`config.mk`:
```
export PLATFORM = sky130hd
export DESIGN_NAME = traffic_phase_scheduler
export DESIGN_NICKNAME = d
export VERILOG_FILES = /design/src/rtl/traffic_phase_scheduler_pkg.sv /design/src/rtl/traffic_phase_scheduler_timer.sv /design/src/rtl/traffic_phase_scheduler.sv
export SDC_FILE = /design/constraint.sdc
export NUM_CORES = 1
export LEC_CHECK = 0
export ABC_AREA = 1
export BUFFER_PORTS_ARGS = -buffer_cell sky130_fd_sc_hd__buf_2
export CAP_MARGIN = 20
export CORE_MARGIN = 2
export CORE_UTILIZATION = 35
export CTS_CLUSTER_SIZE = 20
export DETAILED_ROUTE_END_ITERATION = 8
export GPL_TIMING_DRIVEN = 1
export PLACE_DENSITY = 0.56
export SETUP_SLACK_MARGIN = 0.4
export SLEW_MARGIN = 20
export SYNTH_ARGS = -nofsm -noshare
export SYNTH_HDL_FRONTEND = slang
export SYNTH_HIERARCHICAL = 1
export SYNTH_SLANG_ARGS = --single-unit
```
`constraint.sdc`:
```
create_clock -name clk -period 1.4 [get_ports clk]
set_clock_uncertainty 0.15 [all_clocks]
set_input_delay 0.07 -clock clk [delete_from_list [all_inputs] [get_ports clk]]
set_output_delay 0.07 -clock clk [all_outputs]
set_load 0.1 [all_outputs]
```
`src/rtl/traffic_phase_scheduler_pkg.sv`:
```
// ============================================================================
// traffic_phase_scheduler_pkg : lamp codes, phase encoding and sizing helper
// Revision: 1.0
// ============================================================================
`default_nettype none

package traffic_phase_scheduler_pkg;

  typedef enum logic [1:0] {
    LAMP_RED    = 2'd0,
    LAMP_YELLOW = 2'd1,
    LAMP_GREEN  = 2'd2
  } lamp_e;

  typedef enum logic [2:0] {
    ST_HG  = 3'd0,
    ST_HY  = 3'd1,
    ST_AR1 = 3'd2,
    ST_CG  = 3'd3,
    ST_CY  = 3'd4,
    ST_AR2 = 3'd5,
    ST_PW  = 3'd6
  } state_e;

  function automatic int max_ticks(input int a, input int b, input int c,
                                   input int d, input int e);
    int m;
    m = a;
    if (b > m) m = b;
    if (c > m) m = c;
    if (d > m) m = d;
    if (e > m) m = e;
    return m;
  endfunction

endpackage

`default_nettype wire

```
`src/rtl/traffic_phase_scheduler_timer.sv`:
```
// ============================================================================
// traffic_phase_scheduler_timer : saturating up-counter, sync clear, async reset
// Revision: 1.0
// ============================================================================
`default_nettype none

module traffic_phase_scheduler_timer #(
  parameter int WIDTH = 4
) (
  input  logic             clk,
  input  logic             rst,
  input  logic             i_clr,
  output logic [WIDTH-1:0] o_count
);

  logic [WIDTH-1:0] r_count;

  always_ff @(posedge clk or posedge rst) begin
    if (rst) begin
      r_count <= '0;
    end else if (i_clr) begin
      r_count <= '0;
    end else if (r_count != {WIDTH{1'b1}}) begin
      r_count <= r_count + 1'b1;
    end
  end

  assign o_count = r_count;

endmodule

`default_nettype wire

```
`src/rtl/traffic_phase_scheduler.sv`:
```
// ============================================================================
// traffic_phase_scheduler : timed highway/country/pedestrian phase sequencer
// Revision: 1.0
// ============================================================================
`default_nettype none

module traffic_phase_scheduler
  import traffic_phase_scheduler_pkg::*;
#(
  parameter int HWY_MIN_GREEN   = 8,
  parameter int CNTRY_MAX_GREEN = 6,
  parameter int YELLOW_TICKS    = 2,
  parameter int ALLRED_TICKS    = 1,
  parameter int WALK_TICKS      = 4
) (
  input  logic       clk,
  input  logic       reset,
  input  logic       x,
  input  logic       ped_req,
  output logic [1:0] hwy,
  output logic [1:0] cntry,
  output logic       walk,
  output logic [2:0] phase
);

  localparam int TW = $clog2(max_ticks(HWY_MIN_GREEN, CNTRY_MAX_GREEN, YELLOW_TICKS,
                                       ALLRED_TICKS, WALK_TICKS)) + 1;

  localparam logic [TW-1:0] C_HG_LAST   = TW'(HWY_MIN_GREEN - 1);
  localparam logic [TW-1:0] C_CG_LAST   = TW'(CNTRY_MAX_GREEN - 1);
  localparam logic [TW-1:0] C_YEL_LAST  = TW'(YELLOW_TICKS - 1);
  localparam logic [TW-1:0] C_AR_LAST   = TW'(ALLRED_TICKS - 1);
  localparam logic [TW-1:0] C_WALK_LAST = TW'(WALK_TICKS - 1);

  state_e          r_state;
  state_e          w_next;
  logic            r_ped_pend;
  logic            w_ped_next;
  logic            w_state_chg;
  logic [TW-1:0]   w_timer;

  assign w_state_chg = (w_next != r_state);

  traffic_phase_scheduler_timer #(
    .WIDTH (TW)
  ) u_timer (
    .clk     (clk),
    .rst     (reset),
    .i_clr   (w_state_chg),
    .o_count (w_timer)
  );

  always_ff @(posedge clk or posedge reset) begin
    if (reset) begin
      r_state    <= ST_HG;
      r_ped_pend <= 1'b0;
    end else begin
      r_state    <= w_next;
      r_ped_pend <= w_ped_next;
    end
  end

  // Dwell comparisons use >= so a saturated timer can never strand a phase.
  always_comb begin
    w_next = r_state;
    case (r_state)
      ST_HG:  if ((w_timer >= C_HG_LAST) && (x || r_ped_pend)) w_next = ST_HY;
      ST_HY:  if (w_timer >= C_YEL_LAST) w_next = ST_AR1;
      ST_AR1: if (w_timer >= C_AR_LAST) begin
                if (x)               w_next = ST_CG;
                else if (r_ped_pend) w_next = ST_PW;
                else                 w_next = ST_HG;
              end
      ST_CG:  if (!x || (w_timer >= C_CG_LAST)) w_next = ST_CY;
      ST_CY:  if (w_timer >= C_YEL_LAST) w_next = ST_AR2;
      ST_AR2: if (w_timer >= C_AR_LAST) w_next = r_ped_pend ? ST_PW : ST_HG;
      ST_PW:  if (w_timer >= C_WALK_LAST) w_next = ST_HG;
      default: w_next = ST_HG;
    endcase
  end

  // Entering the walk phase serves the request, overriding a same-cycle press.
  always_comb begin
    w_ped_next = r_ped_pend | ped_req;
    if ((w_next == ST_PW) && (r_state != ST_PW)) w_ped_next = 1'b0;
  end

  always_comb begin
    hwy   = LAMP_RED;
    cntry = LAMP_RED;
    walk  = 1'b0;
    case (r_state)
      ST_HG: hwy   = LAMP_GREEN;
      ST_HY: hwy   = LAMP_YELLOW;
      ST_CG: cntry = LAMP_GREEN;
      ST_CY: cntry = LAMP_YELLOW;
      ST_PW: walk  = 1'b1;
      default: ;
    endcase
  end

  assign phase = r_state;

endmodule

`default_nettype wire
```
### Word level (Yosys, flattened, before mapping)

Cells that the tools add are included.

| storage, ports and cells | value |
|---|---|
| register bits after elaboration | 8 |
| logic and storage cells | 43 |
| input port bits | 4 |

| cells by class | value |
|---|---|
| bitwise gates (word level) | 1 |
| order comparisons | 5 |
| equal/unequal tests | 10 |
| reductions and logical operators | 7 |
| multiplexer cells | 16 |
| add/subtract/negate cells | 1 |

Operator list:

| cell | count |
|---|---|
| $mux W3 | 9 |
| $pmux W3 S7 | 1 |
| $eq A3 B3 Y1 const B | 4 |
| $ge A4 B1 Y1 const B | 2 |
| $ge A4 B3 Y1 const B | 2 |
| $mux W4 | 2 |
| $pmux W2 S2 | 2 |
| $eq A3 B2 Y1 const B | 2 |
| $add A4 B1 Y4 const B | 1 |
| $ge A4 B2 Y1 const B | 1 |
| $ne A4 B4 Y1 const B | 1 |
| $eq A3 B1 Y1 const B | 1 |
| $logic_not A3 Y1 | 1 |
| $ne A3 B3 Y1 | 1 |
| $ne A3 B3 Y1 const B | 1 |
| $logic_and A1 B1 Y1 | 2 |
| $logic_or A1 B1 Y1 | 2 |
| $mux W1 | 2 |
| $reduce_bool A2 Y1 | 1 |
| $logic_not A1 Y1 | 1 |
| $or A1 B1 Y1 | 1 |

### Depth between registers and ports, before layout

| logic depth | value |
|---|---|
| word-level depth | 7 |
| gate-level depth with buffers | 13 |
| mapped depth without buffers | 13 |

### Modules after synthesis

The synthesis kept the hierarchy.

By module, submodules not included:

| module | times used | cells each | area an instance (µm²) |
|---|---|---|---|
| traffic_phase_scheduler | 1 | 90 | 470.5 |
| traffic_phase_scheduler_timer | 1 | 26 | 206.4 |

### Worst setup path before layout

Ideal clock, no wire load.

| timing path | value |
|---|---|
| path kind | register -> register |
| start point | register r_state[0], in the netlist phase[0] |
| end point | register u_timer.r_count[2], in the netlist u_timer/o_count[2] |
| cell stages (with the launch flop) | 13 |
| arrival | 2920 ps |
| setup slack | -1747 ps |
| setup time | 77 ps |
| path through | dfrtp_1 nand2_1 nor2_2 nand3_1 nand2_1 inv_1 nand2_2 nand2_1 nand2_1 nand3_1 clkinv_2 o21ai_0 a21oi_1 |

| on the way | value |
|---|---|
| word-level cells in the longest chain between the ends | 4 |
| elaborated cells on any way between the ends | 18 |
| those cells by class | eq/ne: 7; mux: 9; reduce/logical: 2 |

Ends and longest elaborated chain:

| what | line | RTL |
|---|---|---|
| start, declared | traffic_phase_scheduler.sv:35 | `state_e r_state;` |
| start signal, assigned | traffic_phase_scheduler.sv:58 | `r_state <= w_next;` |
| $eq A3 B3 Y1 (tied with other cells) | traffic_phase_scheduler.sv:66 | `case (r_state)` |
| $pmux W3 S7 (*) | traffic_phase_scheduler.sv:66 |  |
| via w_next[0] | traffic_phase_scheduler.sv:36 | `state_e w_next;` |
| $ne A3 B3 Y1 (*) | traffic_phase_scheduler.sv:42 | `assign w_state_chg = (w_next != r_state);` |
| via w_state_chg | traffic_phase_scheduler.sv:39 | `logic w_state_chg;` |
| $mux W4 / $reduce_bool A2 Y1 (equally long branches) | - |  |
| end signal, assigned | traffic_phase_scheduler_timer.sv:24 | `r_count <= r_count + 1'b1;` |
| end, declared | traffic_phase_scheduler_timer.sv:16 | `logic [WIDTH-1:0] r_count;` |

The timed path passes the listed nets; every way through them passes the cells marked *.
A chain may end at the register's enable or synchronous reset.

### Final worst setup path

| timing path | value |
|---|---|
| start point | register r_state[1], in the netlist phase[1] |
| end point | register u_timer.r_count[1], in the netlist u_timer/o_count[1] |

The elaborated chain is that of the path after synthesis.

==> run metrics <==
Top-Level Pins=12; H-tree levels=1; Via-to-Cell Ratio=4.979; Worst EP arrival=1.90 ns; placed cells=173; slowest stage cell on the critical path=dfrtp_4; nets@finish=175; post-layout min period=1.870 ns; Relative slew margins=83.40%; power density cells=2582 nW/um2; post-synthesis xor/xnor area fraction=0%; Crit Path Class=flop to flop; failing checks=negative setup slack; post-DP HPWL=1547 um; syn avg cell area=5.835 um2; DRC Markers=0; FFs w/ async S/R, synth=100.0%; number of DRC markers in iteration 0=38; RSZ-0062 raised after global routing=true; run status=complete, but fails checks; Filler cells=113; vias in the first global route=855; Post-DRT Antenna Nets=0; max-slew violation count=0; Post-Syn Area=676.9 um2; Adder-Cell Fraction of Synth Area=1.848%; Pleak=0.7317 nW; non-filler cells, final=194; floorplan core area=1764 um2; Crit path required time=1.43 ns; max frequency=0.5347 GHz; largest net degree at the start of global routing=8; Post-synth top flop=dfrtp_1; Post-Synthesis Cells=116; crit path launch type=flop; post-synthesis mux area share=0%; Mapped Nets=121; most numerous cell in the Yosys netlist=nand2_1; Post-synth top cells=41 x nand2_1, 19 x nor2_1, 18 x inv_1; Fin. Hold Viols=0; Clock Latency Late Sink=0.25 ns; DIE HEIGHT=47.98 um; die width=47.98 um; final WL=2661 um; Longest Clk Path Bufs=2; Ys Warns=6; Synth area leader=dfrtp_1; Final Worst Setup Slack=-0.4702 ns; clock sink count=8; Vias=966; maximum VDD drop=0.001415 V; first-pass GRT wire length=3774 um; Max Cap Viol=0; top cells by area, synth=dfrtp_1 30%, nand2_1 23%, nor2_1 11%, inv_1 10%, nand3_1 8.9%; Initial Util=38.37%; number of flops mapped to enable cells by yosys=0; FP Rows=15; CTS root buf=clkbuf_4; grt met2 use=40.00%; count of inserted antenna diode cells=0; initial antenna violation count=0; largest family of logic cells by synthesized area=simple AND/OR/NAND/NOR gates; Final setup viols=15; post-synth top area share=29.57%; Placer Congestion=0.9409; Seq/Total Area, Yosys=29.57%; wire length per cell=13.72 um; count of different cell masters after synthesis=15; CTS tree=done; grt met1 use=31.74%; largest fanout on the critical path=7; CTS buffer count=3; P&R area growth vs syn=108.7%; Post-Synth Simple-Gate Area=55.08%; slew at the pin with the worst max-slew slack=0.2481 ns; Final Core Density=80.07%; fin crit share=133.6%; grt met3 use=3.396%; Setup crit end kind=flop; Die Area=2302 um2; Setup TNS=-3.941 ns; Most Frequent Cell on Critical Path=nand2_1; crit-path max cell delay=0.55 ns; All-Layer GR Usage=23.64%; GRT busiest layer=met2; Overflow after GRT=0; fraction of layout cells with a size suffix above 1=55.62%; critical path cell sequence=inv_6 > nand2_4 > nor2_4 > nand2_2 > nand2_2 > inv_2 > nand3_2 > nand2_1 > nand2_1 > nand3_2 > inv_4 > nand4_1 > nand2_1; clock-pin transition on the worst setup and hold timing paths=0.06 ns; drt pass-1 iters=4; Seq cells post-synth=8; Compound-Gate Fraction of Synth Area=2.218%; class of the worst hold path=input pin to asynchronous set/reset pin; input/output buffers=11
## through the flow
step           worst slack (ns)  instance area (um2)  total power, mW  hold WS (ns)
3_3_place_gp            -0.3709                 1102            2.700       -0.1830
5_1_grt                 -0.5693                 1413            3.845        0.1180
2_1_floorplan           -0.8962                738.2            1.773       -0.3139
4_1_cts                 -0.3406                 1286            3.249       0.09367
6_report                -0.4702                 1413            3.648        0.1041
3_5_place_dp            -0.3823                 1102            2.727       -0.1810
## cell type report
class	instances	area, um2	area share (%)
Timing Repair Buffer	49	514.2	36.40
Multi-Input combinational cell	88	528.0	37.38
Sequential cell	8	212.7	15.06
Tap cell	25	31.28	2.214
Inverter	20	100.1	7.086
Clock buffer	4	26.28	1.860
## repair_timing
item                                    in CTS  in global routing
buffers inserted                             8                  7
endpoints found under the setup margin      16                 16
hold buffers                                 2                  0
pin swaps                                    9                 16
endpoints found under the hold margin        9                  0
cloned                                       0                  0
gates resized for setup                     22                 22
## final timing paths
kind                                                startpoint                              to  slack (ns)  depth (start not counted)
worst max-delay path                        phase[1]$_DFF_PP0_  u_timer/o_count[1]$_DFFE_PP0P_       -0.47                         13
worst min-delay path                                     reset              phase[0]$_DFF_PP0_        0.10                          3
worst max register to register              phase[1]$_DFF_PP0_  u_timer/o_count[1]$_DFFE_PP0P_       -0.47                         13
worst min register to register  u_timer/o_count[1]$_DFFE_PP0P_  u_timer/o_count[1]$_DFFE_PP0P_        0.53                          2
max in group asynchronous                                reset  u_timer/o_count[1]$_DFFE_PP0P_        0.82                          3
min in group clk                                             x              phase[0]$_DFF_PP0_        0.31                          7
## state kept, by name, indices dropped and copies added (netlist names)
name and count:
r_ped_pend 1, phase 3, u_timer/o_count 4
## worst max-delay path: cells and delay by family, from the launching register on
family	cells	cell delay [ns]
and+or+nand+nor	10	0.85
buffers and inverters	3	0.24
DFF	1	0.55
## placed cells by master (no fill, tap or decap), types with 2 or more instances in the layout
cell type,n
nor2_1,13
dfrtp_1,4
nand3_1,7
buf_6,13
inv_6,3
clkinvlp_4,2
nand3_4,2
inv_1,13
nand2_4,2
nand2_1,31
clkbuf_4,3
dfrtp_4,3
dlygate4sd3_1,2
nand3_2,5
buf_12,8
buf_4,23
nand4_1,2
nand2_2,9
nor2_2,6
buf_2,3
nor2_4,7
## power breakdown
| group | total (mW) | switching (mW) | leakage, nW | internal [mW] |
|---|---|---|---|---|
| clock network | 0.190 | 0.0807 | 0.0150 | 0.109 |
| logic | 2.94 | 1.65 | 0.620 | 1.29 |
| registers | 0.517 | 0.192 | 0.0970 | 0.326 |
| total | 3.65 | 1.92 | 0.732 | 1.73 |
## cell families after synthesis
| kind of cell | after synthesis |
|---|---|
| AND/OR/NAND/NOR | 84 |
| buffers and inverters | 20 |
| flip-flops | 8 |
| AO/OA/AOI/OAI | 3 |
| adder cells (fa/ha/maj) | 1 |
## per-layer routing
layer	part of all wire [%]	wire length [um]
met3	6.1	163
met5	0	0
met1	39	1051
met2	50	1320
met4	4.7	125
(Power assumes the default switching activity.)
